[config.mk]
export PLATFORM = sky130hd
export DESIGN_NAME = reset_seq
export DESIGN_NICKNAME = d
export VERILOG_FILES = /design/src/rtl/reset_seq_pkg.sv /design/src/rtl/sync_bit.sv /design/src/rtl/reset_seq.sv
export SDC_FILE = /design/constraint.sdc
export NUM_CORES = 1
export LEC_CHECK = 0
export CAP_MARGIN = 20
export CORE_UTILIZATION = 40
export DETAILED_ROUTE_END_ITERATION = 12
export GPL_TIMING_DRIVEN = 0
export PLACE_DENSITY = 0.69
export SKIP_CTS_REPAIR_TIMING = 1
export SLEW_MARGIN = 25
export SYNTH_ARGS = -nofsm -noshare
export SYNTH_HDL_FRONTEND = slang
export SYNTH_SLANG_ARGS = --single-unit
[constraint.sdc]
create_clock -name clk -period 1.9 [get_ports clk]
set_input_delay 0.38 -clock clk [delete_from_list [all_inputs] [get_ports clk]]
set_output_delay 0.38 -clock clk [all_outputs]
set_load 0.01 [all_outputs]
[src/rtl/reset_seq_pkg.sv]
// Shared types and width helpers for the reset sequencer.
package reset_seq_pkg;

    typedef enum logic [2:0] {
        HOLD,
        DCLO,
        ACLO,
        STAG,
        RUN
    } state_t;

    function automatic int cnt_w(input int x);
        return $clog2(x + 1);
    endfunction

    function automatic int max3(input int a, input int b, input int c);
        int m;
        m = (a > b) ? a : b;
        return (m > c) ? m : c;
    endfunction

endpackage

[src/rtl/sync_bit.sv]
// Multi-flop synchroniser for one asynchronous level, cleared to 0 on reset.
module sync_bit #(
    parameter int STAGES = 2
) (
    input  logic clk,
    input  logic reset_n,
    input  logic d,
    output logic q
);

    logic [STAGES-1:0] ff;

    always_ff @(posedge clk or negedge reset_n) begin
        if (!reset_n) begin
            ff <= '0;
        end else begin
            ff <= {ff[STAGES-2:0], d};
        end
    end

    assign q = ff[STAGES-1];

endmodule

[src/rtl/reset_seq.sv]
// Power-on/reset sequencer: DCLO/ACLO generation, staggered domain
// releases and cold/warm classification of each reset request.
module reset_seq
    import reset_seq_pkg::*;
#(
    parameter int N_SRC       = 4,
    parameter int N_DOM       = 3,
    parameter int SYNC_STAGES = 2,
    parameter int DCLO_CLK    = 24,
    parameter int ACLO_CLK    = 240,
    parameter int STAGGER_CLK = 64,
    parameter int COLD_CLK    = 3000000
) (
    input  logic             clk,
    input  logic             reset_n,
    input  logic [N_SRC-1:0] src,
    input  logic             plock,
    input  logic             cfg_change,
    output logic             dclo,
    output logic             aclo,
    output logic [N_DOM-1:0] dom_rst,
    output logic             cold_start,
    output logic [N_SRC-1:0] cause,
    output logic             busy
);

    localparam int HW = cnt_w(COLD_CLK);
    localparam int CW = cnt_w(max3(DCLO_CLK, ACLO_CLK, STAGGER_CLK));
    localparam int DW = (N_DOM > 1) ? $clog2(N_DOM) : 1;

    localparam logic [HW-1:0]    COLD_T = HW'(COLD_CLK);
    localparam logic [CW-1:0]    DCLO_T = CW'(DCLO_CLK - 1);
    localparam logic [CW-1:0]    ACLO_T = CW'(ACLO_CLK - 1);
    localparam logic [CW-1:0]    STAG_T = CW'(STAGGER_CLK - 1);
    localparam logic [DW-1:0]    LAST   = DW'(N_DOM - 1);
    localparam logic [N_DOM-1:0] ONE    = N_DOM'(1);

    logic [N_SRC-1:0] src_s;
    logic             plock_s;
    logic             req;

    state_t           state;
    logic [HW-1:0]    hold_cnt;
    logic [CW-1:0]    cnt;
    logic [DW-1:0]    dom_idx;
    logic             plock_lost;
    logic             cfg_dirty;

    for (genvar i = 0; i < N_SRC; i++) begin : g_src
        sync_bit #(.STAGES(SYNC_STAGES)) u_sync (
            .clk     (clk),
            .reset_n (reset_n),
            .d       (src[i]),
            .q       (src_s[i])
        );
    end

    sync_bit #(.STAGES(SYNC_STAGES)) u_plock (
        .clk     (clk),
        .reset_n (reset_n),
        .d       (plock),
        .q       (plock_s)
    );

    assign req = (|src_s) | ~plock_s;

    always_ff @(posedge clk or negedge reset_n) begin
        if (!reset_n) begin
            state      <= HOLD;
            dclo       <= 1'b1;
            aclo       <= 1'b1;
            dom_rst    <= '1;
            busy       <= 1'b1;
            cold_start <= 1'b1;
            cause      <= '0;
            hold_cnt   <= '0;
            cnt        <= '0;
            dom_idx    <= '0;
            plock_lost <= 1'b0;
            cfg_dirty  <= 1'b0;
        end else begin
            if (cfg_change) begin
                cfg_dirty <= 1'b1;
            end
            if (state != HOLD && req) begin
                // any new request restarts the whole sequence
                state    <= HOLD;
                dclo     <= 1'b1;
                aclo     <= 1'b1;
                dom_rst  <= '1;
                busy     <= 1'b1;
                cnt      <= '0;
                hold_cnt <= '0;
                dom_idx  <= '0;
                cause    <= src_s;
                if (!plock_s) begin
                    plock_lost <= 1'b1;
                end
            end else begin
                unique case (state)
                    HOLD: begin
                        if (req) begin
                            if (hold_cnt != COLD_T) begin
                                hold_cnt <= hold_cnt + HW'(1);
                            end
                            cause <= cause | src_s;
                            if (!plock_s) begin
                                plock_lost <= 1'b1;
                            end
                        end else begin
                            state      <= DCLO;
                            cnt        <= '0;
                            hold_cnt   <= '0;
                            cold_start <= (hold_cnt >= COLD_T) | plock_lost
                                        | cfg_dirty | cfg_change;
                            cfg_dirty  <= 1'b0;
                            plock_lost <= 1'b0;
                        end
                    end
                    DCLO: begin
                        if (cnt == DCLO_T) begin
                            dclo  <= 1'b0;
                            cnt   <= '0;
                            state <= ACLO;
                        end else begin
                            cnt <= cnt + CW'(1);
                        end
                    end
                    ACLO: begin
                        if (cnt == ACLO_T) begin
                            aclo       <= 1'b0;
                            dom_rst[0] <= 1'b0;
                            cnt        <= '0;
                            dom_idx    <= DW'(1);
                            if (N_DOM == 1) begin
                                busy  <= 1'b0;
                                state <= RUN;
                            end else begin
                                state <= STAG;
                            end
                        end else begin
                            cnt <= cnt + CW'(1);
                        end
                    end
                    STAG: begin
                        if (cnt == STAG_T) begin
                            cnt     <= '0;
                            dom_rst <= dom_rst & ~(ONE << dom_idx);
                            if (dom_idx == LAST) begin
                                busy  <= 1'b0;
                                state <= RUN;
                            end else begin
                                dom_idx <= dom_idx + DW'(1);
                            end
                        end else begin
                            cnt <= cnt + CW'(1);
                        end
                    end
                    RUN: begin
                        state <= RUN;
                    end
                    default: begin
                        state <= HOLD;
                    end
                endcase
            end
        end
    end

endmodule

# == Word level (Yosys, flattened, before mapping) ==
# Cells that the tools add are included.
# totals
ff_bits,58
latch_bits,0
ram_bits,0
romBits,0
input_bits,8
output_inout_bits,11
elab_cells,122
n_memories,0
# classes
add_sub_neg,3
multipliers,0
div,0
order_cmp,1
eq_ne,16
shifts,1
mux,47
bitwise_logic,10
reduce_logical,26
# ops
cell,n
22-bit 2-to-1 mux,4
8-bit 2-to-1 mux,5
8-bit one-hot mux with 4 select lines,1
3-bit 2-to-1 mux,8
"22-bit by 1-bit adder with 22-bit output, second input constant",1
"22-bit >= comparator, second input constant",1
"22-bit != test, second input constant",1
1-bit 2-to-1 mux,18
"3-bit != test, second input constant",6
2-bit nonzero test,9
3-bit one-hot mux with 5 select lines,1
4-bit 2-to-1 mux,3
2-bit AND reduction,6
2-bit 2-to-1 mux,5
3-bit AND reduction,3
"8-bit by 1-bit adder with 8-bit output, second input constant",1
"8-bit by 5-bit equality test with 1-bit output, second input constant",1
"8-bit by 6-bit equality test with 1-bit output, second input constant",1
"8-bit equality test, second input constant",1
"3-bit by 2-bit equality test with 1-bit output, second input constant",2
3-bit nonzero test,2
5-bit AND reduction,1
5-bit nonzero test,1
1-bit OR,4
16 further kinds,18

# == Longest topological paths before layout ==
# depth
ltp_word,6
ltp_mapped,8
mapped_depth_nobuf,7

# == Modules after synthesis ==
# From an unflattened synthesis, not the netlist that was laid out.
# hier_totals
hier_cells,298
area_unflattened_um2,2935.3
# modules_own_cells
mod,instances,cells_per_inst,area_each_um2,seq_area_each_um2
reset_seq,1,288,2685.1,1209.9
sync_bit,5,2,50.0,50.0

# == Worst setup path after synthesis ==
# Ideal clock, no wire load.
# synth_timing
kind,register to register
start,register cnt[0]
end,register cnt[1]
setup_time_ps,81
arrival_time_ps,1832
t_required_ps,1819
path_slack_ps,-13
path_stages_with_launch,8
n_path_buf,1
synth_period_minus_slack_ps,1913
cell_sequence,dfrtp_1 -> ha_1 -> and4bb_2 -> a31oi_1 -> a21oi_1 -> or3_1 -> buf_2 -> o22ai_2
# synth_via
elab_chain_len,4
word_cells_on_any_way,9
classes_between,add/sub: 1; eq/ne: 3; mux: 5
# synth_lines
item,line,text
from (decl),reset_seq.sv:44,logic [CW-1:0] cnt;
from (signal assigned),reset_seq.sv:126,cnt <= cnt + CW'(1);
from (signal assigned),reset_seq.sv:142,cnt <= cnt + CW'(1);
from (signal assigned),reset_seq.sv:156,cnt <= cnt + CW'(1);
8-bit by 1-bit adder with 8-bit output (tied with other cells),"reset_seq.sv:126, reset_seq.sv:142, reset_seq.sv:156",
8-bit 2-to-1 mux (on tied branches),"reset_seq.sv:146, reset_seq.sv:121, reset_seq.sv:130",
8-bit one-hot mux with 4 select lines *,reset_seq.sv:100,unique case (state)
8-bit 2-to-1 mux *,reset_seq.sv:85,if (state != HOLD && req) begin
# Every way passes the cells marked *; elsewhere a longest branch is shown, timed or not.
# A chain may end at the register's enable or synchronous reset.

# == Final worst setup path ==
# layout_timing
start,register g_src[0].u_sync.ff[1]
end,register hold_cnt[3]
# layout_via
elab_chain_len,5
word_cells_on_any_way,9
classes_between,eq/ne: 1; mux: 3; bitwise: 1; reduce/logical: 4
# layout_lines
item,line,text
from (decl),sync_bit.sv:11,logic [STAGES-1:0] ff;
from (signal assigned),sync_bit.sv:17,"ff <= {ff[STAGES-2:0], d};"
4-bit OR reduction *,reset_seq.sv:65,assign req = (|src_s) | ~plock_s;
1-bit OR *,reset_seq.sv:65,
1-bit logical AND or 22-bit 2-to-1 mux (tied branches),"reset_seq.sv:85, reset_seq.sv:102",
3-bit by 1-bit != test with 1-bit output (no line) (tied with other cells),--,
2-bit AND reduction (no line) or 22-bit 2-to-1 mux (tied branches),--,
to (signal assigned),reset_seq.sv:104,hold_cnt <= hold_cnt + HW'(1);
to (decl),reset_seq.sv:43,logic [HW-1:0] hold_cnt;
# Every way passes the cells marked *; elsewhere a longest branch is shown, timed or not. The select of a mux whose other input is x is not followed.

==> results list <==
- Diodes inserted: 0
* Fraction of synthesized area in multiplexers: under 10%
* Library cell contributing the largest single delay on the critical path: sky130_fd_sc_hd__or4b_4
- After synthesis, the largest family of logic cells by area is simple AND/OR/NAND/NOR gates.
- Final WL: ~7700 um
* Initial antenna violation count: 0
- Reported leakage power: approximately 0.0016 uW
- Counting every net in the synthesized netlist gives ~320.
- Post-synthesis async set-or-reset flop share: 100.0%
- Routed wirelength normalized by instance count: 16.35 um
- CP Data Required Time: between 2 and 2.5 ns
- Cell area power density: just over 1000 mW/mm2
* Worst slew slack as a fraction of its limit: approximately 72%
- Worst hold-check path type: flip-flop to flip-flop
* Number of ports placed on the die boundary: 19
- Kind of cell adding the most delay to the critical path: simple AND/OR/NAND/NOR gates
- Summing all placed instances gives a cell area of about 0.0033 mm2.
* Layout Cell Area excl Fill: between 0.004 and 0.005 mm2
- Biggest area consumer among synthesized cells: sky130_fd_sc_hd__dfrtp_1
* Final setup violation count: 7
- Core area: just over 0.007 mm2
- Overall power consumption: around 4000 uW
- For this run, the total global-route usage over all layers was measured as 18.28%.
- Synthesized area: roughly 0.003 mm2
- Post-route ant nets: 0
- Detailed placement ended at an HPWL of around 4500 um.
* Violations in the final reports: setup timing
- Post-CTS clock slew at the launch and capture registers of the worst setup and hold paths: 0.08 ns
- Derived from the worst setup path, the maximum achievable clock frequency is around 0.5 GHz.
* Via count of the first global-routing pass: around 2.3k
* Worst setup slack before clock tree synthesis: -0.4397 ns
- Data on the critical path arrives at its endpoint at 2.29 ns.
* Number of standard cells in the final layout excluding fillers: 468
- In this run, synthesis inferred 0 flip-flops with an integrated enable.
- The die is ~88 um wide.
- First drt pass iteration count: 4
- For this run, the post-layout net count is roughly 380.
- The floorplan step defined a die boundary enclosing 0.007826 mm2.
- Entering global routing, the biggest net connects 45 pins.
- Commonest non-fill, non-tap cell in the layout: sky130_fd_sc_hd__dfrtp_1
- Number of distinct library cell variants in the gate-level netlist after synthesis: 54
- VDD sags by at most 0.7378 mV.
- The H-tree generated during clock tree synthesis spans 3 levels.
- Area share of xor/xnor cells in the synthesized design: 2.050%
* Number of placement rows: 31
- Sequential share of the synthesized area: roughly 50%
* Inserted Clock Buffers: 9
* Largest stage delay, worst path: between 0.5 and 0.6 ns
- The worst setup path is launched from a flip-flop.
* Leading post-synthesis cells by cell area: sky130_fd_sc_hd__dfrtp_1 43%, sky130_fd_sc_hd__dfstp_2 6.2%, sky130_fd_sc_hd__a21oi_1 3.8%
- Mapped Cells: just over 300
- The die is just under 90 um tall.
- The flow ran to the end, but the final reports show violations.
* Post-layout worst setup margin: -0.09306 ns
- Final Hold Vio Count: 0
* TritonCTS clock tree: done
- Summing the areas of all and, or, nand and nor instances in the mapped netlist gives about a quarter of the synthesized area.
- Average via count per standard cell: approximately 5.6
* Total congestion overflow: 0
* Cells after DPL: 426
- For this design, the sink count on the clock tree is 58.
- CP Class: flip-flop to flip-flop
* Effective utilization at floorplan: between 40% and 50%
- Summing the areas of all compound-gate instances in the mapped netlist gives 16.11% of the synthesized area.
- Max-cap violations in this run came to 0.
- At the pin with the least slew margin, the transition time is approximately 0.42 ns.
- Setup repair after global routing could not meet its margin everywhere.
* Clk root buf: sky130_fd_sc_hd__clkbuf_8
- Critical path peak fanout: 5
* Buffers added on ports: 18
- The number of pins exceeding their max-slew limit in the final report is 0.
* Synth Area in Adders: between 2 and 3%
- A synthesized cell averages 9.709 um2.
- The first global-routing pass estimated ~11,000 um of wire.
- Overall via count from detail_route: around 2.6k
* Cells along the critical path: or4b_4 > nor3_4 > nor2_4 > or4_1 > nand2_1
* Nature of the critical path endpoint: flip-flop
- Most frequent cells in the layout: 43 x sky130_fd_sc_hd__dfrtp_1, 29 x sky130_fd_sc_hd__nand2_1, 27 x sky130_fd_sc_hd__buf_4, 23 x sky130_fd_sc_hd__nand3_1, 18 x sky130_fd_sc_hd__o21ai_0
- For this run, the number of Yosys warnings is 0.
- The synthesized design contains 58 register bits.
- Among all flip-flop cells after synthesis, the most frequent one is sky130_fd_sc_hd__dfrtp_1.
* Synthesis-to-layout area growth: 35.82%
- Clock latency on the worst-skew pair, taken at its later pin, is ~0.35 ns.
- The worst path uses 104.9% of the clock period.
- The congestion estimate from routability-driven global placement came to about 0.8.
* Share of the synthesized area in the top cell type: around 43%
* WP buf/inv: 0
- After the first detailed-routing iteration, the DRC count stood at 147.
- The routed design could run at a clock period as short as around 2 ns.
- Fraction of layout cells with a size suffix above 1: 31.71%
* Residual DRC count: 0
- Layout Skew: 0.01564 ns
* Deepest clock path buffer count: 2
-- report_power, final --
group | switching, uW | total, uW | internal [uW]
combinational | 631 | 1160 | 534
sequential | 135 | 1500 | 1360
clock | 565 | 1450 | 882
-- sequential cells by signal, indices dropped and copies added, names as in the netlist, 2 cells and up --
name,count
cause,4
cnt,8
dom_idx,2
dom_rst,3
g_src.u_sync.ff,8
hold_cnt,22
state,3
u_plock.ff,2
-- synthesized netlist by cell type (6+ instances only) --
master and number:
sky130_fd_sc_hd__a21o_1 8, sky130_fd_sc_hd__a21oi_1 23, sky130_fd_sc_hd__and4_1 6, sky130_fd_sc_hd__dfrtp_1 51
sky130_fd_sc_hd__dfstp_2 7, sky130_fd_sc_hd__ha_1 6, sky130_fd_sc_hd__inv_1 12, sky130_fd_sc_hd__nand2_1 30
sky130_fd_sc_hd__nand3_1 23, sky130_fd_sc_hd__nand4_1 9, sky130_fd_sc_hd__nor2_1 18, sky130_fd_sc_hd__o21ai_0 22
sky130_fd_sc_hd__or3_1 13
-- path summary, 6_finish.rpt --
kind,start,to,slack (ns),depth (start not counted)
max in group asynchronous,reset_n,dom_rst[2]$_DFFE_PN1P_,0.90,3
min,u_plock.ff[0]$_DFF_PN0_,u_plock.ff[1]$_DFF_PN0_,0.35,0
min reg2reg,u_plock.ff[0]$_DFF_PN0_,u_plock.ff[1]$_DFF_PN0_,0.35,0
min in group asynchronous,reset_n,hold_cnt[5]$_DFFE_PN0P_,0.43,2
max,g_src[0].u_sync.ff[1]$_DFF_PN0_,hold_cnt[3]$_DFFE_PN0P_,-0.09,5
max reg2reg,g_src[0].u_sync.ff[1]$_DFF_PN0_,hold_cnt[3]$_DFFE_PN0P_,-0.09,5
-- cell families (layout without fill, tap and decap cells) --
logic type,Yosys count,count (layout)
AND/OR/NAND/NOR,133,133
multiplexers,5,5
adder cells (fa/ha/maj),6,6
buffers and inverters,23,84
AO/OA/AOI/OAI,76,76
XOR/XNOR,7,7
flip-flops,58,58
-- per-stage QoR --
stage / utilization (%) / TNS [ns] / hold slack [ns]
global placement: 45.51 / -84.98 / 0.3328
detailed placement: 45.75 / -8.354 / 0.2611
finish: 55.99 / -0.3426 / 0.3532
CTS: 49.18 / -8.727 / -0.1133
floorplan: - / 0 / 0.08441
global route: 55.99 / -1.858 / 0.3553
-- cell type report --
cell class                 count  area (um2)
clock buffer                   9       123.9
clock inverter                 7       125.1
sequential                    58        1470
multi-input combinational    227        1682
fill                         601        3192
tap                           99       123.9
buffer                        10       76.32
timing repair buffer          46       415.4
inverter                      12       45.04
-- metal layers --
metal | GRT usage (%) | part of all wire [%] | vias up
li1 | - | - | 1242
met1 | 24.15 | 43 | 1286
met2 | 28.46 | 49 | 75
met3 | 3.731 | 4.7 | 23
met4 | 9.384 | 2.7 | 0
met5 | 0 | 0 | -
-- worst register-to-register path: cells and delay by family, from the launching register on --
| family | cells | cell delay, ns |
|---|---|---|
| and+or+nand+nor | 5 | 1.51 |
| DFF | 1 | 0.43 |
Note: power is estimated with default switching activity, not from simulation.
